==> config.mk <==
export PLATFORM = sky130hd
export DESIGN_NAME = opb_register_bank_ppc2simulink
export DESIGN_NICKNAME = d
export VERILOG_FILES = /design/src/rtl/opb_regbank_pkg.sv /design/src/rtl/opb_reg_slice.sv /design/src/rtl/opb_register_bank_ppc2simulink.sv
export SDC_FILE = /design/constraint.sdc
export NUM_CORES = 1
export LEC_CHECK = 0
export ABC_AREA = 1
export CAP_MARGIN = 20
export CORE_UTILIZATION = 25
export DETAILED_ROUTE_END_ITERATION = 7
export PLACE_DENSITY_LB_ADDON = 0.05
export SLEW_MARGIN = 15
export SYNTH_ARGS = -nofsm -noshare
export SYNTH_HDL_FRONTEND = slang
export SYNTH_SLANG_ARGS = --single-unit
==> constraint.sdc <==
create_clock -name OPB_Clk -period 3.5 [get_ports OPB_Clk]
set_clock_uncertainty 0.05 [all_clocks]
set_input_delay 0.875 -clock OPB_Clk [delete_from_list [all_inputs] [get_ports OPB_Clk]]
set_output_delay 0.875 -clock OPB_Clk [all_outputs]
set_load 0.01 [all_outputs]
==> src/rtl/opb_regbank_pkg.sv <==
// Shared types, constants and byte-lane helper for the OPB register bank.
package opb_regbank_pkg;

  typedef enum logic [1:0] {IDLE, ACK, GAP} state_t;

  localparam int ADDR_STRIDE = 4;
  localparam int MAX_REGS    = 16;

  // OPB BE[n] covers DBus[8n:8n+7], i.e. user byte 3-n once bits are reversed.
  function automatic logic [31:0] be_to_mask(input logic [0:3] be);
    logic [31:0] mask;
    mask = '0;
    for (int n = 0; n < 4; n++) begin
      mask[8*(3-n) +: 8] = {8{be[n]}};
    end
    return mask;
  endfunction

endpackage

==> src/rtl/opb_reg_slice.sv <==
// One control register: shadow with byte merge, live copy and update strobe.
module opb_reg_slice
  import opb_regbank_pkg::*;
#(
  parameter logic [31:0] C_RST_VAL    = 32'h0000_0000,
  parameter bit          C_DOUBLE_BUF = 1'b0
) (
  input  logic        clk,
  input  logic        rst_n,
  input  logic        wr_en,
  input  logic [31:0] wr_mask,
  input  logic [31:0] wr_data,
  input  logic        commit,
  output logic [31:0] shadow,
  output logic [31:0] live,
  output logic        wr_stb
);

  logic [31:0] shadow_reg;
  logic [31:0] live_reg;
  logic [31:0] merged_next;
  logic        stb_reg;

  assign merged_next = (shadow_reg & ~wr_mask) | (wr_data & wr_mask);

  always_ff @(posedge clk) begin
    if (!rst_n) begin
      shadow_reg <= C_RST_VAL;
      live_reg   <= C_RST_VAL;
      stb_reg    <= 1'b0;
    end else begin
      stb_reg <= 1'b0;
      if (wr_en) begin
        shadow_reg <= merged_next;
      end
      if (C_DOUBLE_BUF) begin
        if (commit) begin
          live_reg <= shadow_reg;
          stb_reg  <= 1'b1;
        end
      end else if (wr_en && (|wr_mask)) begin
        // An all-zero byte enable changes nothing, so it raises no strobe.
        live_reg <= merged_next;
        stb_reg  <= 1'b1;
      end
    end
  end

  assign shadow = shadow_reg;
  assign live   = live_reg;
  assign wr_stb = stb_reg;

endmodule

==> src/rtl/opb_register_bank_ppc2simulink.sv <==
// OPB slave exposing C_NUM_REGS 32-bit control registers to user logic,
// optionally double-buffered with an atomic commit word.
module opb_register_bank_ppc2simulink
  import opb_regbank_pkg::*;
#(
  parameter logic [31:0] C_BASEADDR   = 32'h0100_0200,
  parameter logic [31:0] C_HIGHADDR   = 32'h0100_02FF,
  parameter int          C_OPB_AWIDTH = 32,
  parameter int          C_OPB_DWIDTH = 32,
  parameter int          C_NUM_REGS   = 4,
  parameter int          C_DOUBLE_BUF = 0,
  parameter logic [31:0] C_RST_VAL    = 32'h0000_0000
) (
  input  logic                    OPB_Clk,
  input  logic                    OPB_Rst_n,
  input  logic [0:C_OPB_AWIDTH-1] OPB_ABus,
  input  logic [0:3]              OPB_BE,
  input  logic [0:C_OPB_DWIDTH-1] OPB_DBus,
  input  logic                    OPB_RNW,
  input  logic                    OPB_select,
  input  logic                    OPB_seqAddr,
  output logic [0:C_OPB_DWIDTH-1] Sl_DBus,
  output logic                    Sl_xferAck,
  output logic                    Sl_errAck,
  output logic                    Sl_retry,
  output logic                    Sl_toutSup,
  output logic [32*C_NUM_REGS-1:0] user_data_out,
  output logic [C_NUM_REGS-1:0]   user_wr_stb,
  output logic                    user_commit
);

  logic [31:0] addr;
  logic [31:0] wdata;
  logic [31:0] offset;
  logic        in_win;
  logic        is_reg;
  logic        is_commit;
  logic [3:0]  idx;

  state_t      state_reg;
  logic        ack_reg;
  logic        err_reg;
  logic [31:0] dbus_reg;
  logic        wr_pend_reg;
  logic        commit_pend_reg;
  logic        commit_stb_reg;
  logic [3:0]  idx_reg;
  logic [31:0] mask_reg;
  logic [31:0] data_reg;
  logic [31:0] shadow_q [MAX_REGS];

  // Plain vector assignment reverses the OPB big-endian bit numbering.
  assign addr      = OPB_ABus;
  assign wdata     = OPB_DBus;
  assign in_win    = (addr >= C_BASEADDR) && (addr <= C_HIGHADDR);
  assign offset    = addr - C_BASEADDR;
  assign is_reg    = (offset[1:0] == 2'b00) && ({2'b00, offset[31:2]} < 32'(C_NUM_REGS));
  assign is_commit = (C_DOUBLE_BUF != 0) && (offset == 32'(ADDR_STRIDE * C_NUM_REGS));
  assign idx       = offset[5:2];

  always_ff @(posedge OPB_Clk) begin
    if (!OPB_Rst_n) begin
      state_reg       <= IDLE;
      ack_reg         <= 1'b0;
      err_reg         <= 1'b0;
      dbus_reg        <= '0;
      wr_pend_reg     <= 1'b0;
      commit_pend_reg <= 1'b0;
      commit_stb_reg  <= 1'b0;
      idx_reg         <= '0;
      mask_reg        <= '0;
      data_reg        <= '0;
    end else begin
      ack_reg         <= 1'b0;
      err_reg         <= 1'b0;
      dbus_reg        <= '0;
      wr_pend_reg     <= 1'b0;
      commit_pend_reg <= 1'b0;
      commit_stb_reg  <= commit_pend_reg;
      case (state_reg)
        IDLE: begin
          if (OPB_select && in_win) begin
            state_reg       <= ACK;
            ack_reg         <= 1'b1;
            err_reg         <= !(is_reg || is_commit);
            dbus_reg        <= (OPB_RNW && is_reg) ? shadow_q[idx] : 32'h0;
            wr_pend_reg     <= !OPB_RNW && is_reg;
            commit_pend_reg <= !OPB_RNW && is_commit && wdata[0];
            idx_reg         <= idx;
            mask_reg        <= be_to_mask(OPB_BE);
            data_reg        <= wdata;
          end
        end
        ACK:     state_reg <= GAP;
        GAP:     state_reg <= IDLE;
        default: state_reg <= IDLE;
      endcase
    end
  end

  genvar gi;
  generate
    for (gi = 0; gi < MAX_REGS; gi++) begin : g_reg
      if (gi < C_NUM_REGS) begin : g_slice
        opb_reg_slice #(
          .C_RST_VAL    (C_RST_VAL),
          .C_DOUBLE_BUF (C_DOUBLE_BUF != 0)
        ) u_slice (
          .clk     (OPB_Clk),
          .rst_n   (OPB_Rst_n),
          .wr_en   (wr_pend_reg && (idx_reg == 4'(gi))),
          .wr_mask (mask_reg),
          .wr_data (data_reg),
          .commit  (commit_pend_reg),
          .shadow  (shadow_q[gi]),
          .live    (user_data_out[32*gi +: 32]),
          .wr_stb  (user_wr_stb[gi])
        );
      end else begin : g_none
        assign shadow_q[gi] = '0;
      end
    end
  endgenerate

  // Masking with the reset keeps a transfer aborted mid-flight from acking.
  assign Sl_xferAck  = ack_reg & OPB_Rst_n;
  assign Sl_errAck   = err_reg & OPB_Rst_n;
  assign Sl_DBus     = dbus_reg & {32{OPB_Rst_n}};
  assign Sl_retry    = 1'b0;
  assign Sl_toutSup  = 1'b0;
  assign user_commit = commit_stb_reg;

endmodule

After elaboration in Yosys (flattened, before gate mapping)
Cells that the tools add are included.
{ "classes": {"add_sub_neg": 1, "order_cmp": 4, "n_eq_ne": 5, "n_mux": 10, "n_bitwise": 14, "reduce_logical": 23} }
{ "ops": {"columns": ["operator", "n"], "rows": [
  ["$and A32 B32 Y32", 6],
  ["$bmux W32 S4", 1],
  ["$or A32 B32 Y32", 4],
  ["$mux W32", 2],
  ["$ge A32 B25 Y1 const B", 1],
  ["$le A32 B25 Y1 const B", 1],
  ["$not A32 Y32", 1],
  ["$reduce_or A32 Y1", 1],
  ["$sub A32 B25 Y32 const B", 1],
  ["$lt A30 B3 Y1 const B", 1],
  ["$logic_and A1 B1 Y1", 13],
  ["$eq A4 B2 Y1 const B", 2],
  ["$ge A5 B5 Y1 const B", 1],
  ["$mux W1", 5],
  ["$not A4 Y5", 1],
  ["$eq A4 B1 Y1 const B", 1],
  ["$logic_not A2 Y1", 2],
  ["$logic_not A4 Y1", 1],
  ["$pmux W2 S2", 1],
  ["$reduce_and A2 Y1", 2],
  ["$reduce_and A4 Y1", 1],
  ["$reduce_and A3 Y1", 1],
  ["$and A1 B1 Y1", 2],
  ["$eq A2 B1 Y1 const B", 1],
  ["other kinds (3)", 4]
]} }
{ "totals": {"reg_bits": 358, "inputBits": 73, "output_inout_bits": 169, "wordCells": 77} }

Depth between registers and ports, before layout
{ "logic_depth": {"ltp_word": 5, "ltp_mapped": 15, "depth_no_buf": 15} }

Cells and area by module
Synthesis repeated with hierarchy kept, for this count alone.
{ "unflattened": {"hier_cells": 2399, "area_unflattened_um2": 16768.6} }
{ "by_module_without_submodules": {"columns": ["module", "instances", "cells_each", "area_each_um2", "seq_area_each_um2"], "rows": [
  ["opb_reg_slice", 4, 404, 2996.6, 1301.2],
  ["opb_register_bank_ppc2simulink", 1, 783, 4782.1, 1541.5]
]} }

Worst setup path before layout
Ideal clock, no wire load.
{ "synth_timing": {"kind": "input to output", "startpoint": "in OPB_Rst_n", "endpoint": "out Sl_DBus[10] (netlist name)", "arrival_time_ns": 1.798, "required_ns": 2.575, "setup_slack_ns": 0.777, "cell_stages": 5, "path_buffers": 3, "cell_sequence": "clkbuf_1 clkbuf_1 clkbuf_1 nand2_1 inv_1"} }
{ "synth_via": {"elab_chain_cells": 1} }
{ "synth_lines": {"columns": ["item", "line_no", "rtl"], "rows": [
  ["start, declared", "opb_register_bank_ppc2simulink.sv:15", "input logic OPB_Rst_n,"],
  ["$and A32 B32 Y32", "opb_register_bank_ppc2simulink.sv:128", "assign Sl_DBus = dbus_reg & {32{OPB_Rst_n}};"],
  ["end, declared", "opb_register_bank_ppc2simulink.sv:22", "output logic [0:C_OPB_DWIDTH-1] Sl_DBus,"]
]} }
No other way between the ends.

Worst setup path after layout
{ "layout_timing": {"startpoint": "in OPB_Rst_n", "endpoint": "out Sl_DBus[18] (netlist name)"} }
Same word-level chain as after synthesis.

==> results.py <==
metrics = {
    "outcome": {
        "outcome": "complete, no violations",
    },
    "critical_path": {
        "path_buf_inv": 4,
        "path_delay_family": "buffers and inverters",
        "critPathMaxStageDelay_ns": 0.52,
        "crit_path_end_kind": "output port",
        "worst-setup-path-type": "in -> out",
        "critPathSlowestCell": "clkdlybuf4s50_1",
        "worstPathCellList": "buf_8, buf_12, nand2_1, inv_1, clkdlybuf4s50_1",
        "worst_ep_arrival_time_ns": 2.13,
        "critPathMaxFanout": 35,
        "worstPathRequired_ns": 2.57,
        "cp-start-kind": "input port",
    },
    "clocking": {
        "worstSkewPairLatency_ns": 0.57,
        "cts_resized": 0,
        "clk_pin_slew_ns": 0.05,
        "postCtsSetupRepairBufs": 0,
        "hold_buffers": 0,
        "clockBufferDepth": 3,
        "cts_tree": "yes",
        "htreeDepth": 2,
        "cts_buffers": 41,
        "cts_sinks": 337,
        "root_buffer": "clkbuf_16",
    },
    "global_routing": {
        "overflow": 0,
        "antenna_found_initial": 0,
        "grt_pass1_vias": 12800,
        "grtUsageTotal_pct": 18.2,
        "grt_max_degree": 65,
        "grt_pass1_wl_mm": 78.3,
    },
    "placed_design": {
        "portBuffers": 237,
        "dp_hpwl_mm": 35.6,
        "gp_congestion": 0.818,
    },
    "job": {
        "max-cap-violations": 0,
    },
    "drt": {
        "ant_nets": 0,
        "vias": 13100,
        "wl_per_cell_um": 18.8,
        "drtIter0Drc": 684,
        "wl_mm": 52.0,
        "drtPass1Iterations": 5,
        "vias_per_cell": 4.73,
        "drc": 0,
    },
    "synthesis": {
        "synth-seq-cells": 337,
        "yosys-mux-area-fraction_pct": 0,
        "synth_compound_area_share_pct": 25.1,
        "yosys.area_share.simple_pct": 17.4,
        "synthAdderAreaFrac_pct": 0.0904,
        "synth_cells": 1866,
        "synth.area.top_cells": "dfxtp_1 (49%), o21ai_0 (15%), a21oi_1 (9.8%), nor2_1 (5.1%), nand2_1 (4.4%)",
        "synth_top_family_by_area": "compound AO/OA/AOI/OAI gates",
        "syn_area_per_cell_um2": 7.42,
        "synthXorXnorAreaFrac_pct": 0.127,
        "yosysSeqAreaShare_pct": 48.7,
        "synth_cell_type_count": 38,
        "yosysTopAreaCellShare_pct": 48.7,
        "synth_top_cell_by_area": "dfxtp_1",
        "syn_area_mm2": 0.0138,
        "yosysWarnings": 0,
    },
    "layout": {
        "drive_gt1_share_pct": 8.30,
        "multi_input_area_mm2": 0.00595,
        "final_core_util_pct": 33.6,
        "diodes": 0,
        "layout-area-overhead-vs-synth_pct": 31.6,
        "seqCellArea_mm2": 0.00675,
        "fin_nets": 2120,
        "n_fill_cell": 5756,
    },
    "timing": {
        "tightestPinTransition_ns": 1.01,
        "tns_ns": 0,
        "setup_viol": 0,
        "rsz0062_at_grt": "no",
        "maxClockFrequency_mhz": 328,
        "period_minus_slack_ns": 3.05,
        "relSlewSlack_pct": 32.9,
        "slew_violations": 0,
        "timing.final.crit_share_pct": 87.2,
        "finalHoldViolCount": 0,
    },
    "floorplan": {
        "dieArea_mm2": 0.0563,
        "ioPinCount": 242,
        "std_cell_rows": 85,
        "initial_core_util_pct": 25.5,
        "die-width_um": 237,
        "core_mm2": 0.0542,
        "dieHeight_um": 237,
    },
    "hold_path": {
        "hold_class": "reg -> reg",
    },
    "pwr": {
        "peakVddDrop_uv": 311,
        "p_leak_uw": 0.00706,
        "p_per_area_mw_per_mm2": 461,
    },
}
[cell usage after synthesis]
master    count
o21ai_0     408
inv_2        12
nor3_2        1
buf_2        16
or2_2         2
and2_1        1
nand4_1       1
nand2_1     164
nand3_1     122
clkinv_1      3
a21oi_1     270
and2_2        1
nor4_4        1
o21ai_1       4
xnor2_1       1
nor4_2        1
dfxtp_1     337
nor2_2       40
nor2_4        3
inv_1       134
ha_1          1
conb_1        1
buf_1         7
a21boi_0      1
a21oi_2       2
nor2_1      189
clkbuf_2      1
nor3_1        9
xor2_1        1
nand4_4       1
nand2_2       2
clkbuf_1    107
nor4_1        1
nand3b_1      3
a211oi_1      4
buf_4        10
nor3b_1       1
buf_6         3
[layout by cell type (no fill, tap or decap), types with 7 or more instances in the layout]
| master | Yosys | layout |
|---|---|---|
| o21ai_0 | 408 | 408 |
| dfxtp_1 | 337 | 337 |
| a21oi_1 | 270 | 270 |
| clkdlybuf4s50_1 | 0 | 235 |
| nor2_1 | 189 | 188 |
| nand2_1 | 164 | 163 |
| inv_1 | 134 | 133 |
| nand3_1 | 122 | 122 |
| clkbuf_16 | 0 | 42 |
| nor2_2 | 40 | 40 |
| buf_4 | 10 | 34 |
| inv_2 | 12 | 13 |
| clkbuf_1 | 107 | 13 |
| clkbuf_8 | 0 | 11 |
| buf_12 | 0 | 8 |
| nor3_1 | 9 | 7 |
[where the power goes]
| group | internal [uW] | switching [uW] | leakage [uW] |
|---|---|---|---|
| logic | 143 | 218 | 0.00371 |
| clock network | 2500 | 1700 | 0.000637 |
| registers | 3840 | 0.0298 | 0.00271 |
| total | 6480 | 1920 | 0.00706 |
[metal layers]
metal  track usage, %  wire, um  up-vias
met4             4.75      1100        0
met2             29.4     23900      293
met3             3.25      2570       67
met1             24.9     24400     6132
met5                0         0        -
li1                 -         -     6597
[worst paths after layout]
kind / slack, ns / cells after the start / endpoint / startpoint
min reg2reg: 0.37 / 1 / state_reg[1] / state_reg[1]
min: 0.37 / 1 / state_reg[1] / state_reg[1]
max reg2reg: 0.45 / 8 / g_reg[2].g_slice.u_slice.live[27] / idx_reg[1]
max: 0.45 / 5 / Sl_DBus[18] / OPB_Rst_n
[cells by family after synthesis]
kind of cell | count (synthesis)
simple gates | 543
flops | 337
fa+ha+maj | 1
other cells | 1
compound gates | 689
xor+xnor | 2
buf+inv | 293
[metrics by stage]
step,setup WS [ns],power (uW),hold WS (ns),instances,instance area [um2]
2_1_floorplan,0.777,4090,0.340,1868,13800
3_3_place_gp,0.286,4290,0.352,2699,16900
3_5_place_dp,0.259,4290,0.354,2699,16900
4_1_cts,0.284,8550,0.368,2768,18200
5_1_grt,0.130,8730,0.398,2768,18200
6_report,0.449,8400,0.369,2768,18200
[cell type report]
type	count	area share, %
Clock buffer	66	6.87
Clock inverter	3	0.282
Inverter	149	3.07
Multi-Input combinational cell	1238	32.7
Sequential cell	337	37.0
Tap cell	696	4.78
Timing Repair Buffer	279	15.3
[worst register-to-register path, stage by stage (launching register included)]
cell,delay [ns]
dfxtp_1,0.41
inv_1,0.12
nor4_4,0.38
inv_2,0.07
nor2_2,0.76
inv_2,0.60
nor2_2,0.30
inv_2,0.12
o21ai_0,0.16
No activity file was read; power rests on OpenSTA's default activity.
